`src/rtl/div_mul_seq.sv`:
```
// Iterative signed multiply / restoring divide engine for MIPS mult and div.
// Operates on magnitudes over WIDTH steps, then fixes up signs and loads hi/lo.
module div_mul_seq #(
    parameter int WIDTH = 32
) (
    input  logic             clk,
    input  logic             reset,
    input  logic             start,
    input  logic             op,
    input  logic [WIDTH-1:0] a,
    input  logic [WIDTH-1:0] b,
    output logic             busy,
    output logic             done,
    output logic             div_zero,
    output logic [WIDTH-1:0] hi,
    output logic [WIDTH-1:0] lo
);

    localparam int CW = $clog2(WIDTH);
    localparam logic [CW-1:0] LAST_CNT = CW'(WIDTH - 1);
    localparam logic [CW-1:0] ONE_CNT  = {{(CW-1){1'b0}}, 1'b1};

    typedef enum logic [2:0] {
        ST_IDLE = 3'd0,
        ST_PREP = 3'd1,
        ST_ITER = 3'd2,
        ST_FIX  = 3'd3,
        ST_DONE = 3'd4
    } state_t;

    state_t               state_r;
    logic                 op_r;
    logic [WIDTH-1:0]     a_r;
    logic [WIDTH-1:0]     b_r;
    logic                 sign_a_r;
    logic                 sign_b_r;
    logic [WIDTH-1:0]     mcand_r;
    logic [2*WIDTH-1:0]   acc_r;
    logic [CW-1:0]        cnt_r;

    logic [WIDTH-1:0]     abs_a_s;
    logic [WIDTH-1:0]     abs_b_s;
    logic [WIDTH:0]       mul_add_s;
    logic [WIDTH:0]       rem_sh_s;
    logic [WIDTH:0]       trial_s;
    logic [2*WIDTH-1:0]   step_s;
    logic [2*WIDTH-1:0]   prod_s;
    logic [WIDTH-1:0]     fix_hi_s;
    logic [WIDTH-1:0]     fix_lo_s;

    // Magnitudes, one iteration step, and the final sign fix-up.
    always_comb begin
        abs_a_s   = sign_a_r ? -a_r : a_r;
        abs_b_s   = sign_b_r ? -b_r : b_r;
        mul_add_s = {1'b0, acc_r[2*WIDTH-1:WIDTH]}
                  + (acc_r[0] ? {1'b0, mcand_r} : {(WIDTH+1){1'b0}});
        // Remainder is always below the divisor, so the shifted value fits in WIDTH+1 bits.
        rem_sh_s  = {acc_r[2*WIDTH-1:WIDTH], acc_r[WIDTH-1]};
        trial_s   = rem_sh_s - {1'b0, mcand_r};
        step_s    = acc_r;
        prod_s    = acc_r;
        fix_hi_s  = hi;
        fix_lo_s  = lo;
        if (op_r) begin
            if (!trial_s[WIDTH]) begin
                step_s = {trial_s[WIDTH-1:0], acc_r[WIDTH-2:0], 1'b1};
            end else begin
                step_s = {rem_sh_s[WIDTH-1:0], acc_r[WIDTH-2:0], 1'b0};
            end
            fix_hi_s = sign_a_r ? -acc_r[2*WIDTH-1:WIDTH] : acc_r[2*WIDTH-1:WIDTH];
            fix_lo_s = (sign_a_r ^ sign_b_r) ? -acc_r[WIDTH-1:0] : acc_r[WIDTH-1:0];
        end else begin
            step_s   = {mul_add_s, acc_r[WIDTH-1:1]};
            prod_s   = (sign_a_r ^ sign_b_r) ? -acc_r : acc_r;
            fix_hi_s = prod_s[2*WIDTH-1:WIDTH];
            fix_lo_s = prod_s[WIDTH-1:0];
        end
    end

    // Sequencer with registered status and result outputs.
    always_ff @(posedge clk) begin
        if (!reset) begin
            state_r  <= ST_IDLE;
            op_r     <= 1'b0;
            a_r      <= {WIDTH{1'b0}};
            b_r      <= {WIDTH{1'b0}};
            sign_a_r <= 1'b0;
            sign_b_r <= 1'b0;
            mcand_r  <= {WIDTH{1'b0}};
            acc_r    <= {(2*WIDTH){1'b0}};
            cnt_r    <= {CW{1'b0}};
            busy     <= 1'b0;
            done     <= 1'b0;
            div_zero <= 1'b0;
            hi       <= {WIDTH{1'b0}};
            lo       <= {WIDTH{1'b0}};
        end else begin
            case (state_r)
                ST_IDLE: begin
                    done <= 1'b0;
                    if (start) begin
                        op_r     <= op;
                        a_r      <= a;
                        b_r      <= b;
                        sign_a_r <= a[WIDTH-1];
                        sign_b_r <= b[WIDTH-1];
                        div_zero <= 1'b0;
                        busy     <= 1'b1;
                        state_r  <= ST_PREP;
                    end else begin
                        busy    <= 1'b0;
                        state_r <= ST_IDLE;
                    end
                end
                ST_PREP: begin
                    // Divide: quotient half holds the dividend. Multiply: low half holds the multiplier.
                    acc_r   <= {{WIDTH{1'b0}}, (op_r ? abs_a_s : abs_b_s)};
                    mcand_r <= op_r ? abs_b_s : abs_a_s;
                    cnt_r   <= {CW{1'b0}};
                    if (op_r && (b_r == {WIDTH{1'b0}})) begin
                        div_zero <= 1'b1;
                        done     <= 1'b1;
                        state_r  <= ST_DONE;
                    end else begin
                        state_r <= ST_ITER;
                    end
                end
                ST_ITER: begin
                    acc_r <= step_s;
                    cnt_r <= cnt_r + ONE_CNT;
                    if (cnt_r == LAST_CNT) begin
                        state_r <= ST_FIX;
                    end else begin
                        state_r <= ST_ITER;
                    end
                end
                ST_FIX: begin
                    hi      <= fix_hi_s;
                    lo      <= fix_lo_s;
                    done    <= 1'b1;
                    state_r <= ST_DONE;
                end
                ST_DONE: begin
                    done    <= 1'b0;
                    busy    <= 1'b0;
                    state_r <= ST_IDLE;
                end
                default: begin
                    done    <= 1'b0;
                    busy    <= 1'b0;
                    state_r <= ST_IDLE;
                end
            endcase
        end
    end

endmodule

```
`config.mk`:
```
export PLATFORM = sky130hd
export DESIGN_NAME = div_mul_seq
export DESIGN_NICKNAME = d
export VERILOG_FILES = /design/src/rtl/div_mul_seq.sv
export SDC_FILE = /design/constraint.sdc
export NUM_CORES = 1
export LEC_CHECK = 0
export CAP_MARGIN = 20
export CORE_ASPECT_RATIO = 1.4
export CORE_UTILIZATION = 43
export CTS_CLUSTER_DIAMETER = 30
export DETAILED_ROUTE_END_ITERATION = 12
export PLACE_DENSITY = 0.69
export SKIP_LAST_GASP = 1
export SYNTH_ARGS = -nofsm -noshare
export SYNTH_HDL_FRONTEND = slang
export SYNTH_SLANG_ARGS = --single-unit
```
`constraint.sdc`:
```
create_clock -name clk -period 4.1 [get_ports clk]
set_clock_uncertainty 0.2 [all_clocks]
set_input_delay 0.615 -clock clk [delete_from_list [all_inputs] [get_ports clk]]
set_output_delay 0.615 -clock clk [all_outputs]
set_load 0.02 [all_outputs]
```
# After elaboration in Yosys (flattened, before gate mapping)
# Cells that the tools add are included.
# totals
ff_bits,238
out_inout_bits,67
in_bits,68
word_cells,63
# op_classes
n_mux,24
reduce_logical,9
add_sub_neg,8
bitwise_logic,2
n_eq_ne,6
# ops
operator,count
$mux W32,9
$mux W64,3
$neg A32 Y32,4
$pmux W64 S2,1
$neg A64 Y64,1
$add A32 B32 Y33,1
$sub A33 B32 Y33,1
$logic_not A32 Y1,1
$pmux W3 S4,1
$pmux W5 S2,1
$eq A3 B2 Y1 const B,2
$add A5 B1 Y5 const B,1
$eq A5 B5 Y1 const B,1
$mux W1,5
$ne A2 B2 Y1 const B,2
$pmux W1 S2,2
$reduce_and A2 Y1,2
$reduce_bool A2 Y1,2
$eq A3 B1 Y1 const B,1
$logic_not A3 Y1,1
$mux W3,1
$pmux W1 S3,1
$reduce_and A3 Y1,1
$reduce_or A3 Y1,1
3 further kinds,3

# Depth between registers and ports, before layout
# Gate-level depths: netlist (run 1).
# logic_depth
word_depth,4
depth_mapped,17
mapped_depth_nobuf,13

# Worst setup path after synthesis (run 1)
# No wires, ideal clock.
# synth_path
path_kind,reg2reg
startpoint,register acc_r[31]
endpoint,register acc_r[37]
stages_incl_launch_ff,18
setup_slack_ns,0.319
synth_period_minus_slack_ns,3.781
arrival_time_ns,3.450
t_required_ns,3.770
path_buffers,5
setup_time_ns,0.130
path_cell_list,dfxtp_1 > clkbuf_1 > inv_1 > ha_1 > fa_1 > nor2b_1 > o31a_1 > o211a_1 > o311ai_1 > a2111oi_0 > or3_1 > buf_2 > and2_0 > clkbuf_1 > buf_4 > buf_4 > mux2i_1 > o21ai_0
# synth_via
elab_chain_cells,4
# synth_lines
item,line_no,rtl
start: declaration,38,logic [2*WIDTH-1:0] acc_r;
start signal: assignment,90,acc_r <= {(2*WIDTH){1'b0}};
start signal: assignment,117,"acc_r <= {{WIDTH{1'b0}}, (op_r ? abs_a_s : abs_b_s)};"
start signal: assignment,129,acc_r <= step_s;
$sub A33 B32 Y33,59,"trial_s = rem_sh_s - {1'b0, mcand_r};"
$mux W64,65,if (!trial_s[WIDTH]) begin
$mux W64,64,if (op_r) begin
$pmux W64 S2,98,case (state_r)
# No other way between the ends.
# A chain may end at the register's enable or synchronous reset.

# Worst setup path after layout (run 1)
# layout_path
startpoint,register acc_r[33]
endpoint,register acc_r[40]
# layout_via
elab_chain_cells,4
word_cells_on_any_way,5
cone_classes,2 x add/sub; 3 x mux
# layout_lines
item,line_no
$sub A33 B32 Y33,59
$mux W64,65
$mux W64 *,64
$pmux W64 S2 *,98
# Mark *: on every way between the ends. The rest lies on a longest branch, timed or not.

==> out/qor.tcl, run 1 <==
set qor(final.hold.worst_slack_ns) 0.248
set qor(die_w_um) 166
set qor(cts_setup_buffers) 0
set qor(finalSetupViolations) 0
set qor(detail_route.drc_violations) 2
set qor(number_of_storage_elements_in_the_synthesis_netlist) 236
set qor(number_of_synthesized_flops_with_an_enable_pin) 0
set qor(cp_data_arrival_time_ns) 4.18
set qor(ir_drop_worst_vdd_mv) 0.459
set qor(finalHoldViolations) 0
set qor(floorplan.initialDensity_pct) 43.9
set qor(cts_htree_levels) 2
set qor(drive_gt1_share_pct) 8.25
set qor(totalWireLength_mm) 57.0
set qor(core-area_um2) 36900
set qor(post-route-min-period_ns) 3.92
set qor(start_kind) {flop}
set qor(final_instance_count_excl_fillers) 2769
set qor(grt_start_max_net_pins) 155
set qor(share_of_yosys_cell_area_claimed_by_the_top_area_cell_type_pct) 29.2
set qor(syn2layout_area_growth_pct) 22.2
set qor(route.antenna.remaining_nets) 0
set qor(avgViaCountPerCell) 5.96
set qor(crit_required_ns) 4.36
set qor(share_of_synthesized_flip_flops_with_an_asynchronous_set_or_reset_pct) 0
set qor(antenna_violations_before_repair) 0
set qor(register_clock_pin_slew_on_the_reported_worst_setup_and_hold_paths_ns) 0.05
set qor(post_cts_resize_count) 0
set qor(post_placement_cell_count) 2679
set qor(cellLeakagePower_nw) 7.54
set qor(tritoncts) {yes}
set qor(ys_types) 73
set qor(dp.final_hpwl_mm) 43.7
set qor(synth-warning-count) 0
set qor(post_layout_worst_setup_margin_ns) 0.180
set qor(worst_slew_pin_slew_ns) 0.899
set qor(critPathCaptureType) {flop}
set qor(dp_slack_ns) 0.234
set qor(postSynthAreaPerCell_um2) 7.48
set qor(switching_power_w) 0.00285
set qor(rsz0062_at_grt) {false}
set qor(post_route_clock_period_utilization_pct) 95.6
set qor(track_usage_pct) 29.2
set qor(fmax_mhz) 255
set qor(grt_first_pass_wirelength_mm) 88.0
set qor(fin_total_pwr_w) 0.00857
set qor(seq_area_frac_synth_pct) 29.2
set qor(vias_after_detailed_routing) 16500
set qor(gp_routability_congestion) 0.970
set qor(syn_nets) 2301
set qor(max-cap-violations) 0
set qor(drt-initial-drc-count) 1201
set qor(ys.flop_type) {sky130_fd_sc_hd__dfxtp_1}
set qor(timing.setup.critical_path_class) {reg -> reg}
set qor(failed_checks) {design-rule violations}
set qor(drt-pass1-iter-count) 10
set qor(min-delay-path-class) {reg -> reg}
set qor(die_area_um2) 38400
set qor(power.share.switching_pct) 33.3
set qor(num-fill-cells) 3503
set qor(cell_type_contributing_the_most_total_cell_area_after_synthesis) {sky130_fd_sc_hd__dfxtp_1}
set qor(p_seq_share_pct) 29.6
set qor(insertedDiodeCount) 0
set qor(netlist_instances) 2161
set qor(pin_count) 135
set qor(run_status) {finished, violations left}
set qor(ctsLongestPathBuffers) 3
set qor(clock_latency_at_the_later_pin_of_the_worst_skew_pair_ns) 0.59
set qor(yosys-top-cells-count) {sky130_fd_sc_hd__nand2_1, sky130_fd_sc_hd__a21oi_1, sky130_fd_sc_hd__dfxtp_1}
set qor(yosysMostFrequentCell) {sky130_fd_sc_hd__nand2_1}
set qor(synth.area.top_cells) {sky130_fd_sc_hd__dfxtp_1, sky130_fd_sc_hd__a21oi_1, sky130_fd_sc_hd__nand2_1}
set qor(max_fanout_on_critical_path) 11
set qor(cellInternalPower_w) 0.00572
set qor(grt_pass1_vias) 15700
set qor(power-per-cell-area_nw_per_um2) 433
set qor(core.rowCount) 83
set qor(slew_violations) 0
set qor(num_cts_buffers) 48
set qor(die_h_um) 231
set qor(maxSlewHeadroom_pct) 39.8
set qor(share_clk_of_total_power_pct) 46.4
set qor(port_buffers) 134
set qor(holdBufCountCts) 0
set qor(clock_sink_count) 236
set qor(timing.setup.tns_ns) 0
set qor(detail_route.wl_per_cell_um) 20.6
set qor(netlist_area_um2) 16200
set qor(grt_overflow) 0
set qor(clock-root-buffer) {sky130_fd_sc_hd__clkbuf_16}
set qor(share_comb_of_total_power_pct) 24.0
set qor(design.final.nets) 2402
==> state kept, by name (all words and copies together) (netlist names) <==
register  flops
acc_r        64
a_r          32
b_r          32
hi           32
lo           32
mcand_r      32
cnt_r         5
state_r       3
busy          1
div_zero      1
done          1
op_r          1
==> power groups by stage <==
stage / Combinational (W) / Clock [W] / Sequential, W
2_1_floorplan: 0.00140 / 0 / 0.00254
3_3_place_gp: 0.00199 / 0 / 0.00258
3_5_place_dp: 0.00201 / 0 / 0.00258
4_1_cts: 0.00202 / 0.00401 / 0.00254
5_1_grt: 0.00221 / 0.00413 / 0.00255
6_report: 0.00205 / 0.00397 / 0.00254
==> critical path, cell delays in order, from the launching register on <==
cell                        delay [ns]
sky130_fd_sc_hd__dfxtp_1          0.48
sky130_fd_sc_hd__ha_1             0.34
sky130_fd_sc_hd__nor2b_1          0.17
sky130_fd_sc_hd__o31a_1           0.28
sky130_fd_sc_hd__o211a_1          0.26
sky130_fd_sc_hd__o311ai_1         0.40
sky130_fd_sc_hd__a2111oi_2        0.14
sky130_fd_sc_hd__buf_4            0.17
sky130_fd_sc_hd__or3_1            0.41
sky130_fd_sc_hd__and2_1           0.25
sky130_fd_sc_hd__buf_4            0.20
sky130_fd_sc_hd__o31a_1           0.24
sky130_fd_sc_hd__a32o_1           0.25
==> logic make-up (layout without fill, tap and decap cells) <==
group	Yosys count	in the layout	share of synthesized area (%)
AOI/OAI and AO/OA	662	662	25.6
xor gates and xnor gates	167	167	9.05
adders and majority gates	72	72	5.66
buffers and inverters	210	351	4.94
DFF	236	236	29.2
muxes	73	73	4.57
and+or+nand+nor	741	741	21.0
==> per-layer routing <==
metal / GRT usage (%) / wire, µm
met1: 31.7 / 21700
met2: 53.0 / 28600
met3: 3.42 / 2430
met4: 20.8 / 4240
met5: 0 / 0
==> placed cells by master (no fill, tap or decap), types with 15 or more instances in the layout <==
master / Yosys / layout
sky130_fd_sc_hd__nand2_1: 298 / 298
sky130_fd_sc_hd__xor2_1: 76 / 76
sky130_fd_sc_hd__o21ai_0: 142 / 142
sky130_fd_sc_hd__dfxtp_1: 236 / 235
sky130_fd_sc_hd__xnor2_1: 91 / 90
sky130_fd_sc_hd__clkbuf_16: 0 / 48
sky130_fd_sc_hd__a211oi_1: 70 / 70
sky130_fd_sc_hd__a21o_1: 20 / 20
sky130_fd_sc_hd__nor3_1: 41 / 40
sky130_fd_sc_hd__o31ai_1: 24 / 24
sky130_fd_sc_hd__ha_1: 70 / 70
sky130_fd_sc_hd__nand3_1: 28 / 28
sky130_fd_sc_hd__o41ai_1: 16 / 15
sky130_fd_sc_hd__or3_1: 31 / 31
sky130_fd_sc_hd__a22oi_1: 17 / 17
sky130_fd_sc_hd__inv_1: 65 / 65
sky130_fd_sc_hd__nor4_1: 21 / 21
sky130_fd_sc_hd__clkdlybuf4s50_1: 0 / 134
sky130_fd_sc_hd__buf_4: 2 / 58
sky130_fd_sc_hd__nand2b_1: 17 / 16
sky130_fd_sc_hd__a21oi_1: 239 / 239
sky130_fd_sc_hd__mux2i_1: 66 / 66
sky130_fd_sc_hd__nor2_1: 206 / 205
sky130_fd_sc_hd__o211ai_1: 25 / 25
==> final cells by class <==
type | instances | area [µm²] | share of cell area [%]
Multi-Input combinational cell | 1715 | 10700 | 54.1
Sequential cell | 236 | 4730 | 23.9
Timing Repair Buffer | 194 | 1820 | 9.19
Clock buffer | 57 | 1280 | 6.50
Tap cell | 467 | 584 | 2.96
Clock inverter | 33 | 405 | 2.05
Inverter | 67 | 254 | 1.29
==> through the flow <==
stage	instance area (µm²)	util [%]
after detailed placement	18100	49.0
after global placement	18100	49.0
after floorplan	16200	-
after global routing	19800	53.6
after CTS	19800	53.6
final	19800	53.6
==> path summary, 6_finish.rpt <==
check	depth (start not counted)	startpoint	slack (ns)	end
max reg2reg	12	acc_r[33]	0.18	acc_r[40]
min	2	hi[15]	0.25	hi[15]
min reg2reg	2	hi[15]	0.25	hi[15]
max	12	acc_r[33]	0.18	acc_r[40]
No activity file was read; power rests on OpenSTA's default activity.
==> run 2: changes to the inputs <==
CAP_MARGIN = 40   (was 20)
SETUP_SLACK_MARGIN = 0.4   (was not set)
==> out/qor.tcl, run 2 (synthesis results as in run 1) <==
set qor(detailed_place.area_um2) 18200 ;# +0.56%
set qor(count_of_cells_along_the_worst_hold_path) 2 ;# unchanged
set qor(cts_htree_levels) 2 ;# unchanged
set qor(die_area_um2) 38400 ;# unchanged
set qor(num-fill-cells) 3432 ;# -2.0%
set qor(syn2layout_area_growth_pct) 23.1
set qor(insertedDiodeCount) 0 ;# unchanged
set qor(clock_sink_count) 236 ;# unchanged
set qor(run_status) {finished, violations left}
set qor(drive_gt1_share_pct) 9.30 ;# +1.0 points
set qor(slew_violations) 0 ;# unchanged
set qor(grt_overflow) 0 ;# unchanged
set qor(rsz0062_at_grt) {false}
set qor(die_w_um) 166 ;# unchanged
set qor(clock_latency_at_the_later_pin_of_the_worst_skew_pair_ns) 0.57 ;# -0.02 ns
set qor(min-delay-path-class) {reg -> reg}
set qor(gp_routability_congestion) 0.954 ;# -1.6%
set qor(timing.setup.critical_path_class) {reg -> reg}
set qor(clock-root-buffer) {sky130_fd_sc_hd__clkbuf_16}
set qor(ir_drop_worst_vdd_mv) 0.320 ;# -30%
set qor(die_h_um) 231 ;# unchanged
set qor(detail_route.drc_violations) 3 ;# +1
set qor(final.hold.worst_slack_ns) 0.245 ;# -0.00281 ns
set qor(vias_after_detailed_routing) 16400 ;# -0.49%
set qor(largest-register) {acc_r}
set qor(pin_count) 135 ;# unchanged
set qor(route.antenna.remaining_nets) 0 ;# unchanged
set qor(antenna_violations_before_repair) 0 ;# unchanged
set qor(detail_route.wl_per_cell_um) 20.2 ;# -1.8%
set qor(maxSlewHeadroom_pct) 43.0 ;# +3.1 points
set qor(largest_reg_flops) 64 ;# unchanged
set qor(ctsLongestPathBuffers) 3 ;# unchanged
set qor(critical-path-top-cell-by-count) {sky130_fd_sc_hd__o31a_1}
set qor(max_fanout_on_critical_path) 8 ;# -3
set qor(failed_checks) {design-rule violations}
set qor(post_route_clock_period_utilization_pct) 86.4 ;# -9.2 points
set qor(fin_util_pct) 54.0 ;# +0.39 points
set qor(worstRegToRegCells) 12 ;# unchanged
set qor(design.final.nets) 2414 ;# +0.50%
set qor(tritoncts) {yes}
set qor(floorplan.initialDensity_pct) 43.9 ;# unchanged
set qor(grt_first_pass_wirelength_mm) 87.2 ;# -0.86%
set qor(max-cap-violations) 0 ;# unchanged
set qor(holdBufCountCts) 0 ;# unchanged
set qor(fmax_mhz) 282 ;# +11%
set qor(start_kind) {flop}
set qor(layout.cells.most_common) {sky130_fd_sc_hd__nand2_1}
set qor(avgViaCountPerCell) 5.91 ;# -0.81%
set qor(core-area_um2) 36900 ;# unchanged
set qor(finalHoldViolations) 0 ;# unchanged
set qor(fin_area_um2) 19900 ;# +0.72%
set qor(critPathCaptureType) {flop}
set qor(cp_cell_sequence) {inv_1, ha_1, nor2b_1, o31a_1, o211a_1, o311ai_2, a2111oi_2, or3_1, and2_2, buf_4, o31a_1, a32o_1}
set qor(mostFrequentLayoutCells) {sky130_fd_sc_hd__nand2_1, sky130_fd_sc_hd__a21oi_1, sky130_fd_sc_hd__dfxtp_1}
set qor(cp_data_arrival_time_ns) 3.78 ;# -0.40 ns
set qor(dp_slack_ns) 0.387 ;# +0.152 ns
set qor(worst_slew_pin_slew_ns) 0.847 ;# -0.0515 ns
set qor(port_buffers) 134 ;# unchanged
set qor(post-route-min-period_ns) 3.54 ;# -0.378 ns
set qor(core.rowCount) 83 ;# unchanged
set qor(slowest_delay_ns) 0.36 ;# -0.12 ns
set qor(grt_pass1_vias) 15900 ;# +1.5%
set qor(drt-initial-drc-count) 1106 ;# -7.9%
set qor(crit_required_ns) 4.34 ;# -0.02 ns
set qor(num_cts_buffers) 47 ;# -2.1%
set qor(power-per-cell-area_nw_per_um2) 431 ;# -0.59%
set qor(drt-pass1-iter-count) 11 ;# +1
set qor(cellLeakagePower_nw) 7.60 ;# +0.85%
set qor(register_clock_pin_slew_on_the_reported_worst_setup_and_hold_paths_ns) 0.05 ;# about the same
set qor(totalWireLength_mm) 56.1 ;# -1.5%
set qor(finalSetupViolations) 0 ;# unchanged
set qor(dp.final_hpwl_mm) 42.5 ;# -2.7%
set qor(track_usage_pct) 28.7 ;# -0.55 points
set qor(grt_start_max_net_pins) 157 ;# +1.3%
set qor(timing.setup.tns_ns) 0 ;# unchanged
set qor(timing.critical_path.slowest_stage_cell) {sky130_fd_sc_hd__ha_1}
set qor(post_layout_worst_setup_margin_ns) 0.558 ;# +0.378 ns
run 2: cell types whose count changed in the layout (fill, tap and decap cells not counted), moves of 2 or more:
| cell | change |
|---|---|
| sky130_fd_sc_hd__a21oi_1 | -4 |
| sky130_fd_sc_hd__a21oi_2 | +4 |
| sky130_fd_sc_hd__buf_4 | +11 |
| sky130_fd_sc_hd__clkbuf_1 | -2 |
| sky130_fd_sc_hd__clkbuf_8 | +3 |
| sky130_fd_sc_hd__clkinv_16 | -3 |
| sky130_fd_sc_hd__clkinv_4 | -3 |
| sky130_fd_sc_hd__dfxtp_1 | -4 |
| sky130_fd_sc_hd__dfxtp_2 | +4 |
| sky130_fd_sc_hd__inv_16 | +2 |
| sky130_fd_sc_hd__nor4_1 | -3 |
| sky130_fd_sc_hd__nor4_2 | +3 |
| sky130_fd_sc_hd__o21ai_0 | -4 |
| sky130_fd_sc_hd__o21ai_1 | +4 |
run 2: report_power, final:
part	internal (W)	total, W	switching [W]
clock network	0.00263	0.00399	0.00137
registers	0.00240	0.00253	0.000130
logic	0.000802	0.00205	0.00125
run 2: stage by stage:
step / total power (W) / cells
final: 0.00858 / 2778
after CTS: 0.00856 / 2776
after global placement: 0.00454 / 2688
after detailed placement: 0.00457 / 2690
after global routing: 0.00891 / 2778
after floorplan: 0.00394 / 2161
run 2: routing by layer:
metal	up-vias	wire (µm)	GRT usage [%]
li1	7986	-	-
met3	162	2500	3.33
met1	7702	22000	31.6
met2	561	27700	51.9
met5	-	0	0
met4	0	3840	19.3
run 2: repair_timing:
item                       4_1_cts  5_1_grt
pin swaps                        0        2
setup endpoints to repair        2       33
resized for setup                1       20
setup buffers                    0        2
run 2: layout make-up:
cell class / count / area (µm²) / area share [%]
Inverter: 67 / 254 / 1.28
Multi-Input combinational cell: 1715 / 10700 / 53.9
Tap cell: 467 / 584 / 2.94
Clock buffer: 58 / 1320 / 6.62
Clock inverter: 28 / 347 / 1.74
Timing Repair Buffer: 207 / 1930 / 9.72
Sequential cell: 236 / 4730 / 23.8
run 2: worst paths after layout:
path               from         to  slack (ns)
min              hi[28]     hi[28]        0.24
max reg2reg  mcand_r[2]  acc_r[40]        0.56
max          mcand_r[2]  acc_r[40]        0.56
min reg2reg      hi[28]     hi[28]        0.24
run 2: critical path, delay by kind of cell, from the launching register on:
family          cells  cell delay, ns
compound gates      6            1.49
fa+ha+maj           1            0.36
buf+inv             2            0.27
flops               1            0.32
simple gates        3            0.78
